File: config.mk
export PLATFORM = sky130hd
export DESIGN_NAME = mult_seq_ctrl
export DESIGN_NICKNAME = d
export VERILOG_FILES = /design/src/rtl/mult_seq_ctrl.sv
export SDC_FILE = /design/constraint.sdc
export NUM_CORES = 1
export LEC_CHECK = 0
export BUFFER_PORTS_ARGS = -buffer_cell sky130_fd_sc_hd__buf_2
export CAP_MARGIN = 20
export CORE_MARGIN = 1
export CORE_UTILIZATION = 55
export DETAILED_ROUTE_END_ITERATION = 12
export GPL_ROUTABILITY_DRIVEN = 0
export PLACE_DENSITY = 0.86
export SETUP_SLACK_MARGIN = 0.05
export SLEW_MARGIN = 20
export SYNTH_ARGS = -nofsm -noshare
export SYNTH_HDL_FRONTEND = slang
export SYNTH_SLANG_ARGS = --single-unit
File: constraint.sdc
create_clock -name clk -period 3.8 [get_ports clk]
set_clock_uncertainty 0.2 [all_clocks]
set_input_delay 0.57 -clock clk [delete_from_list [all_inputs] [get_ports clk]]
set_output_delay 0.57 -clock clk [all_outputs]
set_load 0.03 [all_outputs]
File: src/rtl/mult_seq_ctrl.sv
// rtl/mult_seq_ctrl.sv - sequential WIDTH x WIDTH unsigned multiplier built on one 2x2 array multiplier

// 2x2 unsigned array multiplier: AND-gate partial products reduced by two half adders.
module mult_arry (
    input  logic [1:0] a,
    input  logic [1:0] b,
    output logic [3:0] P
);
    logic pp_a1b0;
    logic pp_a0b1;
    logic pp_a1b1;
    logic c1;

    assign pp_a1b0 = a[1] & b[0];
    assign pp_a0b1 = a[0] & b[1];
    assign pp_a1b1 = a[1] & b[1];
    assign c1      = pp_a1b0 & pp_a0b1;

    assign P[0] = a[0] & b[0];
    assign P[1] = pp_a1b0 ^ pp_a0b1;
    assign P[2] = pp_a1b1 ^ c1;
    assign P[3] = pp_a1b1 & c1;
endmodule

// Walks every (i, j) digit pair of the captured operands, one pair per clock,
// accumulating shifted 2x2 partial products into a 2*WIDTH-bit sum.
module mult_seq_ctrl #(
    parameter int WIDTH = 4
) (
    input  logic               clk,
    input  logic               rst,
    input  logic               start,
    input  logic [WIDTH-1:0]   a_in,
    input  logic [WIDTH-1:0]   b_in,
    output logic               busy,
    output logic               done,
    output logic [2*WIDTH-1:0] product
);
    localparam int D     = WIDTH / 2;
    localparam int IDX_W = (D > 1) ? $clog2(D) : 1;
    localparam logic [IDX_W-1:0] LAST = IDX_W'(D - 1);

    typedef enum logic [1:0] {
        IDLE = 2'd0,
        RUN  = 2'd1,
        DONE = 2'd2
    } state_t;

    state_t             state;
    logic [WIDTH-1:0]   a_reg;
    logic [WIDTH-1:0]   b_reg;
    logic [2*WIDTH-1:0] acc;
    logic [IDX_W-1:0]   i;
    logic [IDX_W-1:0]   j;

    logic [WIDTH-1:0]   a_shift;
    logic [WIDTH-1:0]   b_shift;
    logic [1:0]         a_dig;
    logic [1:0]         b_dig;
    logic [3:0]         pp;
    logic [2*WIDTH-1:0] pp_ext;
    logic [IDX_W+1:0]   shamt;
    logic [2*WIDTH-1:0] sum;

    // Digit i of a and digit j of b feed the single array multiplier.
    assign a_shift = a_reg >> {i, 1'b0};
    assign b_shift = b_reg >> {j, 1'b0};
    assign a_dig   = a_shift[1:0];
    assign b_dig   = b_shift[1:0];

    mult_arry u_mult (
        .a (a_dig),
        .b (b_dig),
        .P (pp)
    );

    // Zero-extend the partial product, then weight it by 4^(i+j).
    always_comb begin
        pp_ext      = '0;
        pp_ext[3:0] = pp;
    end

    assign shamt = {({1'b0, i} + {1'b0, j}), 1'b0};
    assign sum   = acc + (pp_ext << shamt);

    // Outputs are pure decodes of the state register, so they change only at clock edges.
    assign busy = (state == RUN) || (state == DONE);
    assign done = (state == DONE);

    // Control FSM and datapath registers; reset overrides every other action.
    always_ff @(posedge clk) begin
        if (rst) begin
            state   <= IDLE;
            a_reg   <= '0;
            b_reg   <= '0;
            acc     <= '0;
            i       <= '0;
            j       <= '0;
            product <= '0;
        end else begin
            case (state)
                IDLE: begin
                    if (start) begin
                        a_reg <= a_in;
                        b_reg <= b_in;
                        acc   <= '0;
                        i     <= '0;
                        j     <= '0;
                        state <= RUN;
                    end
                end
                RUN: begin
                    acc <= sum;
                    if (j == LAST) begin
                        j <= '0;
                        if (i == LAST) begin
                            i       <= '0;
                            product <= sum;
                            state   <= DONE;
                        end else begin
                            i <= i + 1'b1;
                        end
                    end else begin
                        j <= j + 1'b1;
                    end
                end
                DONE: begin
                    state <= IDLE;
                end
                default: begin
                    state <= IDLE;
                end
            endcase
        end
    end
endmodule

Word level (Yosys, flattened, before mapping). Cells that the tools add are included.

Word-level logic and storage cells: 47. Flip-flop bits (word level): 28. Output and inout port bits: 10. Bits of input ports: 11.

Reductions and logical operators: 8. Bitwise gates (word level): 8. Shifts and indexed selects: 3. Eq/ne operators: 5. $add $sub $neg: 4. Mux-type cells: 12.

Operators with widths (number): $pmux W8 S2 (1); $reduce_and A3 Y1 (3); $add A8 B8 Y8 (1); $mux W8 (1); $shl A4 B3 Y8 (1); $shr A4 B2 Y2 (2); $and A1 B1 Y1 (6); $mux W2 (3); $ne A2 B2 Y1 const B (3); $mux W1 (4); $pmux W1 S2 (2); $pmux W2 S2 (1); $reduce_and A2 Y1 (2); $add A1 B1 Y1 const B (2); $add A1 B1 Y2 (1); $eq A2 B1 Y1 const B (1); $eq A2 B2 Y1 const B (1); $logic_not A2 Y1 (1); $reduce_bool A2 Y1 (1); $xor A1 B1 Y1 (2); $logic_or A1 B1 Y1 (1).

Longest topological paths before layout. Gate-level depths: netlist of run 1.

Word-level depth: 7. Depth in mapped cells: 13.

Cells and area by module. A second synthesis of run 1 with hierarchy kept.

Cells, all modules: 194. Area, all modules: 1585.3 um^2.

Modules (own cells, without submodules): mult_seq_ctrl (area each 1535.2 um^2, sequential area each 560.5 um^2, cells an instance 188, times used 1); mult_arry (area each 50.0 um^2, sequential area each 0.0 um^2, cells an instance 6, times used 1).

Worst setup path before layout of run 1. Ideal clock, no wire load.

Path kind: reg2reg. Start point: register j. End point: register product[7]. Library setup time: 0.070 ns. Clock period less this slack: 3.140 ns. Cell stages (with the launch flop): 14. Data arrival time: 2.870 ns. Data required time: 3.530 ns. Path slack: 0.660 ns. Cell sequence: dfxtp_1 > clkbuf_1 > mux2i_1 > nor2_1 > ha_1 > ha_1 > mux2i_1 > nor2b_1 > ha_1 > a21oi_1 > o211ai_2 > nand2_2 > xor3_1 > a21oi_1.

Longest elaborated chain between the ends: 6. Elaborated cells on any way between the ends: 13. Classes of those cells: 2 x add/sub; 2 x shift; 8 x bitwise; 1 x reduce/logical.

Ends and longest elaborated chain: start: declaration (line 54) `logic [IDX_W-1:0] j;`; start signal: assignment (line 124) `j <= j + 1'b1;`; $shr A4 B2 Y2 (line 67) `assign b_shift = b_reg >> {j, 1'b0};`; $and A1 B1 Y1 (on tied branches) (line 14, 15); $and A1 B1 Y1 (line 17) `assign c1 = pp_a1b0 & pp_a0b1;`; $xor A1 B1 Y1 or $and A1 B1 Y1 (tied branches) (line 21, 22); $shl A4 B3 Y8 (line 84) `assign sum = acc + (pp_ext << shamt);`; $add A8 B8 Y8 (line 84); end signal: assignment (line 118) `product <= sum;`; end: declaration (line 37) `output logic [2*WIDTH-1:0] product`.

Several ways; a longest one is shown, not always the timed one. A chain may end at the register's enable or synchronous reset.

Final worst setup path of run 1. Same ends and word-level chain as after synthesis.

==> results summary, run 1 <==
The number of input and output port buffers inserted is 20. The dominant register cell in the synthesized netlist is sky130_fd_sc_hd__dfxtp_1. In the global route stage, met2 resource usage came out at between 30% and 40%. Global routing consumed, over all layers together, 22.55% of the routing resources. The critical path goes through mux2i_1 -> nor2_1 -> ha_1 -> ha_1 -> mux2i_1 -> nor2b_1 -> ha_1 -> a21oi_1 -> o211ai_2 -> nand2_2 -> xor3_1 -> a21oi_1. The class of the most critical setup path is reg2reg. The arrival time at the worst endpoint came out at about 3.4 ns. The run finished, with violations left. By instance count, the leading cell after synthesis is sky130_fd_sc_hd__nand2_1. TritonCTS built the clock tree. The count of inserted antenna diode cells is 0. The wire length of the first global-routing pass is 5.878 mm.

The maximum fanout encountered on the critical timing path is 10. The cell area power density came out at ~320 nW/µm². The worst max-slew margin expressed relative to the limit is between 60% and 70%. The actual slew at the worst max-slew pin is 0.5005 ns. Setup repair after global routing left no endpoint under its margin. The largest stage delay on the critical path came out at roughly 0.57 ns. Counting every instance in the synthesized netlist gives between 200 and 250. The final hold violation count came out at 0.

The nature of the critical path startpoint is a flop. The number of sinks driven by the clock tree is 28. The tree is rooted in a sky130_fd_sc_hd__clkbuf_4. The final setup violation count came out at 0. The pin count of the biggest net entering global routing is 29. For the final routed database, the setup TNS stands at 0 ns. From synthesis to final layout, the design area changed by 8.552%.

The number of antenna-violating nets in the routed design is 0. In the global route stage, met3 resource usage came out at between 4 and 5%. Yosys printed 0 warnings. The xor and xnor fraction of the mapped netlist area came out at 4.971%. In the routed design, unresolved DRC markers number 1.

The detailed router finished its first iteration with 57 violations. The synthesized cell area came out at about 1700 µm². The final core area utilization is around two thirds.

The worst hold margin is 0.2439 ns. The final reports fail on design-rule violations. The total buffers and inverters traversed by the critical path is 0.

The total iterations of the first detailed-routing run is 8. The register area share after synthesis came out at approximately a third. In the routed layout, each cell is associated on average with a via count of between 5 and 6. The simple-gate share of the synthesized area came out at around 22%. The post-route netlist has around 14% of its cells at a drive strength greater than 1.

The count of filler cells inserted in the layout came out at ~260. The detailed-route via count came out at 1486. The area after detailed placement is approximately 1800 µm². The via count of the first global-routing pass was approximately 1400. Sorting the synthesized cells by how often they occur yields sky130_fd_sc_hd__nand2_1 (38), sky130_fd_sc_hd__dfxtp_1 (28), sky130_fd_sc_hd__nor2_1 (19), sky130_fd_sc_hd__a21oi_1 (18), sky130_fd_sc_hd__ha_1 (13).

The number of antenna violations at the first check in global routing was 0. The H-tree depth is 1. After the last flow step, the layout net total stands at between 200 and 250. The horizontal extent of the die came out at slightly below 60 µm. The post-synthesis register bit count came out at 28. The largest registers in the layout are acc x8, product x8.

The row count is 19. The buffer levels on the longest clock path is 2. The worst voltage drop across the vdd grid is around 0.22 mV.

The global-route track usage on met1 came out at between 20% and 30%. The critical path required time is between 3 and 4 ns. The achievable frequency is 301.5 MHz. Summing the areas of all compound-gate instances in the mapped netlist gives 20.76% of the synthesized area. The class of the tightest hold or removal check is in2reg.

The area share of the largest cell type after synthesis is between 30% and 40%. The placeable core region is between 2000 and 3000 µm². The die boundary height came out at 57.79 µm. The proportion of synthesized flip-flops having asynchronous set or reset is 0%. For this configuration, the core starts out at a cell density of 60.00%. STA classifies the critical path endpoint as a flop.

The slowest stage cell on the critical path is sky130_fd_sc_hd__dfxtp_1. Post-CTS repair changed the size of 0 cells. The number of max-slew violations in the final report was 0. The number of buffers created by CTS is 3.

The count of flip-flops with a built-in enable after synthesis is 0. The cell family with the largest share of critical-path delay is adder cells. The clock latency reported for the late side of the worst-skew pair is between 0.3 and 0.4 ns. The main combinational cell family by area after synthesis is simple AND/OR/NAND/NOR gates. The mean instance size in the synthesized netlist is 8.151 µm². In this run the most critical hold path is launched from b_in[2]. Summed over all instances, the cell type with the most area after synthesis is sky130_fd_sc_hd__dfxtp_1. The sum of overflow across all layers after global routing came out at 0. The final design instance area without fill came out at approximately 1900 µm². In the synthesized netlist, mux cells make up around 5.3% of the area. After Yosys synthesis, full adders, half adders and majority gates account for a little over a tenth of the synthesized area. Yosys attributes the largest share of cell area to sky130_fd_sc_hd__dfxtp_1 (33%), sky130_fd_sc_hd__ha_1 (9.5%), sky130_fd_sc_hd__nand2_1 (8.3%), sky130_fd_sc_hd__a21oi_1 (5.3%), sky130_fd_sc_hd__mux2i_1 (5.3%). 21 I/O pins were placed.

Buffers added to address setup during post-CTS repair amount to 0. The half-perimeter wire length after detailed placement came out at roughly 2.6 mm. In this run the critical register-to-register path is launched from j. The worst path uses 87.27% of the clock period.

The final critical-path required period is 3.316 ns. The number of hold buffers added after cts came out at 0. The cell that appears most often on the critical path is sky130_fd_sc_hd__ha_1. After clock tree synthesis, the clock-pin slew on the worst setup and hold paths is 0.15 ns. The post-synthesis cell type count is 40.

The die footprint came out at roughly 3300 µm². The global routing stage identified its most utilized layer as met2. The leakage power came out at approximately 0.78 nW.

The max-capacitance violation count came out at 0. The net count of the mapped netlist came out at 235. The critical path starts at j. After detailed routing, the average wire length per cell comes to between 10 and 15 µm.

The overall routed net length is between 3 and 4 mm.
final cells by class:
| cell class | instances | area, µm² | area share (%) |
|---|---|---|---|
| Inverter | 6 | 22.52 | 1.212 |
| Sequential cell | 28 | 560.5 | 30.17 |
| Tap cell | 31 | 38.79 | 2.088 |
| Timing Repair Buffer | 20 | 100.1 | 5.387 |
| Clock inverter | 1 | 30.03 | 1.616 |
| Multi-Input combinational cell | 165 | 1084 | 58.32 |
| Clock buffer | 3 | 22.52 | 1.212 |
final timing paths:
path           endpoint  slack (ns)  cells past startpoint
max          product[7]        0.48                     12
min            b_reg[2]        0.24                      3
max reg2reg  product[7]        0.48                     12
min reg2reg  product[3]        0.26                      2
through the flow:
step           std cells  power, mW  worst slack (ns)
6_report             254     0.5858            0.4838
5_1_grt              254     0.6111            0.2479
4_1_cts              254     0.5920            0.4981
3_5_place_dp         250     0.3925            0.5290
3_3_place_gp         250     0.3908            0.6385
2_1_floorplan        210     0.3738            0.6605
report_power, final:
group / internal, mW / switching (mW)
clock: 0.107 / 0.0920
combinational: 0.0275 / 0.0495
sequential: 0.302 / 0.00763
cells by family (layout without fill, tap and decap cells):
family                   count (synthesis)  in the layout
AO/OA/AOI/OAI                           52             52
XOR/XNOR                                 8              8
adder cells (fa/ha/maj)                 14             14
buffers and inverters                   17             30
flip-flops                              28             28
multiplexers                             9              9
AND/OR/NAND/NOR                         82             82
cells in the final DEF (no fill, tap or decap), drive strengths merged, types with 3 or more instances in the layout:
cell and instances:
a211oi 3, nor2 19, nor2b 5, mux2i 9, xnor2 6, nor3 4
a221oi 6, a31oi 3, nand3 3, o211ai 4, inv 6, a22o 4
a21oi 20, o21ai 8, and2 3, clkbuf 3, buf 20, nand2 40
ha 13, dfxtp 28
routing by layer:
metal	wire (µm)	vias up	share of wire, %
li1	-	764	-
met1	1641	690	48
met2	1605	26	47
met3	132	6	3.8
met4	55	0	1.6
met5	0	-	0
tightest hold or removal path, stage by stage:
cell and delay (ns):
sky130_fd_sc_hd__buf_2 0.09, sky130_fd_sc_hd__nand2_1 0.04, sky130_fd_sc_hd__a21oi_1 0.05
Note: power is estimated with default switching activity, not from simulation.
==> inputs of run 2 (changes only) <==
- REMOVE_ABC_BUFFERS: default -> 1
==> run 2 against run 1 <==
Net effect: the run now ends clean; first-iteration DRC count rose by 19%; combinational power barely moved; sequential power barely moved; design area did not move; hold slack got worse by 0.0012 ns; register-to-register slack got worse by 0.04 ns; flip-flop and latch count did not move; clock-buffer cell count did not move; fmax fell by 1.2%; utilization did not move; critical path depth did not move.
==> results summary, run 2 (synthesis gave the netlist of run 1 again) <==
The nature of the critical path startpoint is a flop (unchanged). The critical path required time is 3.89 ns (about the same). The number of max-slew violations in the final report is 0 (unchanged).

The count of inserted antenna diode cells is 0 (unchanged). The post-CTS clock slew at the launch and capture registers of the worst setup and hold paths is 0.16 ns (was 0.15 ns). The horizontal extent of the die came out at 57.79 µm (unchanged).

The number of antenna violations at the first check in global routing was 0 (unchanged). The startpoint of the lowest-slack register-to-register path is j (unchanged). Ordered list of cells on the worst path: mux2i_1 -> nor2_1 -> ha_1 -> ha_1 -> mux2i_1 -> nor2b_1 -> ha_1 -> a21oi_1 -> o211ai_2 -> nand2_2 -> xor3_1 -> a21oi_1 (unchanged). The arrival time at the worst endpoint is 3.45 ns (was 3.40 ns). The sum of overflow across all layers after global routing is 0 (unchanged). The residual DRC count came out at 0 (was 1). The achievable frequency came out at 297.9 MHz (was 301.5 MHz). The post-cts repair resize count came to 0 (unchanged). The half-perimeter wire length after detailed placement is 2.653 mm (was 2.587 mm). The number of buffers created by CTS is 3 (unchanged). The row count came out at 19 (unchanged). The cell area power density came out at 316.7 nW/µm² (was 315.3 nW/µm²). The worst max-slew margin expressed relative to the limit was 66.39% (was 66.63%). The maximum fanout encountered on the critical timing path is 10 (unchanged). The clock tree root driver cell is sky130_fd_sc_hd__clkbuf_4 (unchanged). The die footprint was 3339 µm² (unchanged).

The total area of sequential cells came out at 560.5 µm² (unchanged). The number of input and output port buffers inserted came out at 20 (unchanged). The post-layout worst setup margin is 0.4428 ns (was 0.4838 ns).

The most numerous cell on the critical path is sky130_fd_sc_hd__ha_1 (unchanged). The overall global routing resource usage was 23.37% (was 22.55%). The number of design-rule violations left by the first detailed-router iteration came out at 68 (was 57). The placeable core region came to 2853 µm² (unchanged). The beginning of the critical path is j (unchanged). The number of hold buffers added after cts came out at 0 (unchanged). The layout net count was 249 (unchanged). The number of sinks driven by the clock tree came out at 28 (unchanged). The overall routed net length came out at 3.635 mm (was 3.435 mm).

The count of filler cells inserted in the layout is 270 (was 256). The max-capacitance violation count came out at 0 (unchanged). The number of top-level pins came out at 21 (unchanged). Most frequent cells in the layout: sky130_fd_sc_hd__nand2_1 (38), sky130_fd_sc_hd__dfxtp_1 (28), sky130_fd_sc_hd__buf_2 (20) (unchanged).

The pre-CTS setup slack was 0.5005 ns (was 0.5290 ns). The wire length per cell came out at 14.31 µm (was 13.52 µm). The die boundary height came to 57.79 µm (unchanged). The class of the tightest hold or removal check is in2reg (unchanged). The slowest stage cell on the critical path is sky130_fd_sc_hd__dfxtp_1 (unchanged). The detailed-route via count is 1507 (was 1486). The pin count of the biggest net entering global routing came out at 29 (unchanged). The largest stage delay on the critical path came out at 0.60 ns (was 0.57 ns).

The post-route clock period utilization came out at 88.35% (was 87.27%). The post-CTS setup buffer count came out at 0 (unchanged). The endpoint type of the worst setup path was a flop (unchanged).

The multi-input gate area in the final layout is 1084 µm² (unchanged). The initial cell density of the core was 60.00% (unchanged). The aggregate negative setup slack came out at 0 ns (unchanged).

Largest registers: acc x8, product x8 (unchanged). Status: finished, final reports clean (was finished, violations left). The relative area change from synthesis to final layout came to 8.552% (unchanged).

The wire length of the first global-routing pass is 6.078 mm (was 5.878 mm). The via count of the first global-routing pass is 1363 (was 1411). RSZ-0062 raised after global routing: no (unchanged). The number of antenna-violating nets in the routed design came out at 0 (unchanged). The actual slew at the worst max-slew pin came out at 0.5042 ns (was 0.5005 ns). The TritonCTS clock tree is yes (unchanged). The startpoint of the lowest-slack hold path was a_in[2] (was b_in[2]). The most common cell after layout, fill and taps aside is sky130_fd_sc_hd__nand2_1 (unchanged). The leakage power came out at 0.7751 nW (unchanged). The final hold violation count is 0 (unchanged).

The H-tree depth came out at 1 (unchanged). The clock latency reported for the late side of the worst-skew pair is 0.34 ns (about the same). The final setup violation count came out at 0 (unchanged). The buffer levels on the longest clock path is 2 (unchanged). The final critical-path required period was 3.357 ns (was 3.316 ns). The worst voltage drop across the vdd grid is 0.2268 mV (was 0.2203 mV). The total iterations of the first detailed-routing run is 4 (was 8). The share of cells above drive strength 1 came out at 14.35% (unchanged).

The via count normalized by instance count is 5.933 (was 5.850). The class of the most critical setup path is reg2reg (unchanged).
[run 2: cell counts in the layout (fill, tap and decap cells not counted)]
No cell type changed its count.
[run 2: final cells by class]
class	count	share of cell area (%)
Clock buffer	3	1.212
Inverter	6	1.212
Clock inverter	1	1.616
Timing Repair Buffer	20	5.387
Sequential cell	28	30.17
Multi-Input combinational cell	165	58.32
Tap cell	31	2.088
[run 2: routing by layer]
metal | up-vias | GRT usage [%] | part of all wire [%]
met5 | - | 0 | 0
met4 | 0 | 5.782 | 1.7
met3 | 6 | 5.580 | 5.4
met2 | 40 | 37.87 | 46
met1 | 691 | 31.65 | 47
li1 | 770 | - | -
[run 2: worst max-delay path: cells and delay by family (launching register included)]
family	cells	cell delay, ns
compound gates	3	0.59
flops	1	0.60
xor+xnor	1	0.30
mux	2	0.51
simple gates	3	0.25
fa+ha+maj	3	0.86
[run 2: path summary, 6_finish.rpt]
kind / cells after the start / to / slack (ns)
worst max-delay path: 12 / product[7] / 0.44
worst min-delay path: 3 / a_reg[2] / 0.24
worst max register to register: 12 / product[7] / 0.44
worst min register to register: 2 / product[4] / 0.26
[run 2: metrics by stage]
step	power [mW]	hold WS (ns)	cells	utilization, %	cell area (µm²)
final	0.5884	0.2427	254	65.13	1858
after floorplan	0.3679	0.2296	199	-	1667
after detailed placement	0.3920	0.2473	250	63.29	1805
after CTS	0.5902	0.2430	254	65.13	1858
after global placement	0.3905	0.2422	250	63.29	1805
after global routing	0.6129	0.2427	254	65.13	1858
[run 2: power breakdown]
| group | internal [mW] | switching, mW |
|---|---|---|
| Clock | 0.107 | 0.0944 |
| Combinational | 0.0274 | 0.0494 |
| Sequential | 0.302 | 0.00804 |
| Total | 0.437 | 0.152 |
==> inputs of run 3 (changes only) <==
- CORE_ASPECT_RATIO: default -> 0.7
==> run 3 against run 2 <==
Net effect: critical endpoint unchanged; design area down 0.27%; largest cell class unchanged; combinational power up 1%; first-iteration DRC count grew 10%.
==> results summary, run 3 (synthesis gave the netlist of run 1 again) <==
RSZ-0062 raised after global routing: no (unchanged). The overall global routing resource usage came out at 25.10% (was 23.37%). The final setup violation count is 0 (unchanged).

The worst max-slew margin expressed relative to the limit is 66.55% (was 66.39%). The critical path capture point was product[7] (unchanged). The worst reg2reg path depth is 12 (unchanged). The max-capacitance violation count was 0 (unchanged). The via count normalized by instance count is 5.798 (was 5.933). The H-tree depth is 1 (unchanged). The detailed-route via count was 1496 (was 1507). The buffer levels on the longest clock path was 2 (unchanged). The area after detailed placement came out at 1812 µm² (was 1805 µm²). The number of hold buffers added after cts was 0 (unchanged). The leakage power came out at 0.7688 nW (was 0.7751 nW). The layout net count came to 249 (unchanged).

The aggregate negative setup slack came out at 0 ns (unchanged). The number of max-slew violations in the final report came out at 0 (unchanged). Status: finished, final reports clean (unchanged). Largest registers: acc x8, product x8 (unchanged). The number of input and output port buffers inserted came out at 20 (unchanged). The residual DRC count is 0 (unchanged). The post-CTS clock slew at the launch and capture registers of the worst setup and hold paths was 0.09 ns (was 0.16 ns).

The number of antenna-violating nets in the routed design came out at 0 (unchanged). The count of inserted antenna diode cells came out at 0 (unchanged). The row count came out at 16 (was 19). The clock latency reported for the late side of the worst-skew pair was 0.28 ns (was 0.34 ns).

The arrival time at the worst endpoint came to 3.36 ns (was 3.45 ns). The top routing layer in use is met4 (unchanged). The wire length per cell is 14.34 µm (was 14.31 µm).

The post-cts repair resize count is 0 (unchanged). The number of sinks driven by the clock tree came to 28 (unchanged). The internal power component came out at 400.7 µW (was 436.5 µW). The startpoint of the lowest-slack register-to-register path is j (unchanged). The class of the most critical setup path is reg2reg (unchanged). The worst voltage drop across the vdd grid is 0.2275 mV (was 0.2268 mV).

The placeable core region came out at 2883 µm² (was 2853 µm²). The beginning of the critical path was j (unchanged). The endpoint type of the worst setup path was a flop (unchanged). The overall routed net length is 3.700 mm (was 3.635 mm). The actual slew at the worst max-slew pin is 0.5007 ns (was 0.5042 ns). The capture point of the worst reg-to-reg path is product[7] (unchanged).

The met2 routed wirelength came out at 1.481 mm (was 1.682 mm). The relative contribution of the clock network to total power is 29.3% (was 34.2%). The via count of the first global-routing pass is 1299 (was 1363). The sum of overflow across all layers after global routing came to 0 (unchanged). The horizontal extent of the die is 68.68 µm (was 57.79 µm). The critical path required time is 3.81 ns (was 3.89 ns). The filler-free cell count of the finished design came out at 258 (was 254). The number of antenna violations at the first check in global routing came out at 0 (unchanged).

The relative area change from synthesis to final layout is 8.260% (was 8.552%). The pin count of the biggest net entering global routing was 29 (unchanged). The reg2reg setup slack came to 0.45 ns (was 0.44 ns).

The total iterations of the first detailed-routing run is 4 (unchanged). The final core area utilization came out at 64.28% (was 65.13%). The achievable frequency came out at 298.7 MHz (was 297.9 MHz). The initial cell density of the core is 59.38% (was 60.00%). The most common cell after layout, fill and taps aside is sky130_fd_sc_hd__nand2_1 (unchanged). The wire length on met1 came out at 1.885 mm (was 1.695 mm). The number of buffers created by CTS was 3 (unchanged). The half-perimeter wire length after detailed placement came out at 2.801 mm (was 2.653 mm). The nature of the critical path startpoint is a flop (unchanged). The part of the power in combinational logic came to 14.2% (was 13.1%). The wire length of the first global-routing pass was 6.182 mm (was 6.078 mm). The clock tree root driver cell is sky130_fd_sc_hd__clkbuf_8 (was sky130_fd_sc_hd__clkbuf_4). The worst hold margin came out at 0.2558 ns (was 0.2427 ns).

The final design instance area without fill came out at 1853 µm² (was 1858 µm²). The final hold violation count came out at 0 (unchanged). The post-CTS setup buffer count came out at 0 (unchanged).

The die boundary height is 48.68 µm (was 57.79 µm). The number of placed cells counting well taps came out at 255 (was 250). The switching power summed over all nets is 147.2 µW (was 151.9 µW). The cell area power density came to 295.6 nW/µm² (was 316.7 nW/µm²).

The total met3 wirelength after detailed routing is 305 µm (was 196 µm). The number of top-level pins is 21 (unchanged). The post-route clock period utilization is 88.11% (was 88.35%). Most frequent cells in the layout: sky130_fd_sc_hd__nand2_1 (38), sky130_fd_sc_hd__dfxtp_1 (28), sky130_fd_sc_hd__buf_2 (20) (unchanged). The sequential group share of total power is 56.5% (was 52.8%).

The TritonCTS clock tree is yes (unchanged). The share of total power consumed by net switching came out at 26.86% (was 25.81%). The share of cells above drive strength 1 came out at 13.96% (was 14.35%). The number of design-rule violations left by the first detailed-router iteration is 75 (was 68). The die footprint is 3343 µm² (was 3339 µm²). The maximum fanout encountered on the critical timing path was 10 (unchanged).

The class of the tightest hold or removal check is reg2reg (was in2reg). The final critical-path required period is 3.348 ns (was 3.357 ns).
[run 3: cell count changes in the layout (fill, tap and decap cells not counted), sizes merged]
cell and delta:
bufinv -1
[run 3: metal layers]
layer / GRT usage, % / up-vias
li1: - / 767
met4: 5.208 / 0
met2: 34.31 / 52
met3: 5.660 / 5
met5: 0 / -
met1: 39.33 / 672
[run 3: stage by stage]
stage,worst slack (ns),power [mW]
after floorplan,0.7817,0.3679
after global placement,0.6281,0.3901
after detailed placement,0.4904,0.3929
after CTS,0.4716,0.5515
after global routing,0.1910,0.5752
final,0.4518,0.5478
[run 3: area by class of cell]
cell class              instances  area (µm²)
clock buffers                   3       41.29
repair buffers                 20       100.1
well taps                      36       45.04
multi-input cells             165        1084
inverters                       6       22.52
flip-flops and latches         28       560.5
fillers                       254        1030
[run 3: worst min path at each step]
stage | end | startpoint | cells after the start | slack (ns)
floorplan | a_reg[0] | a_reg[0] | 2 | 0.23
global placement | product[4] | product[4] | 2 | 0.24
detailed placement | product[1] | product[1] | 2 | 0.25
CTS | product[1] | product[1] | 2 | 0.26
global route | product[1] | product[1] | 2 | 0.28
finish | product[1] | product[1] | 2 | 0.26
[run 3: critical path: stages (launching register included)]
cell and delay (ns):
sky130_fd_sc_hd__dfxtp_1 0.54, sky130_fd_sc_hd__mux2i_1 0.35, sky130_fd_sc_hd__nor2_1 0.08, sky130_fd_sc_hd__ha_1 0.21, sky130_fd_sc_hd__ha_1 0.30, sky130_fd_sc_hd__mux2i_1 0.19, sky130_fd_sc_hd__nor2b_1 0.08, sky130_fd_sc_hd__ha_1 0.37
sky130_fd_sc_hd__a21oi_1 0.28, sky130_fd_sc_hd__o211ai_2 0.17, sky130_fd_sc_hd__nand2_2 0.11, sky130_fd_sc_hd__xor3_1 0.29, sky130_fd_sc_hd__a21oi_1 0.14
[run 3: power by group through the flow]
stage / sequential, mW / clock (mW) / combinational, mW
3_3_place_gp: 0.316 / 0 / 0.0740
5_1_grt: 0.311 / 0.179 / 0.0857
6_report: 0.309 / 0.161 / 0.0777
4_1_cts: 0.309 / 0.165 / 0.0770
3_5_place_dp: 0.316 / 0 / 0.0767
2_1_floorplan: 0.314 / 0 / 0.0536
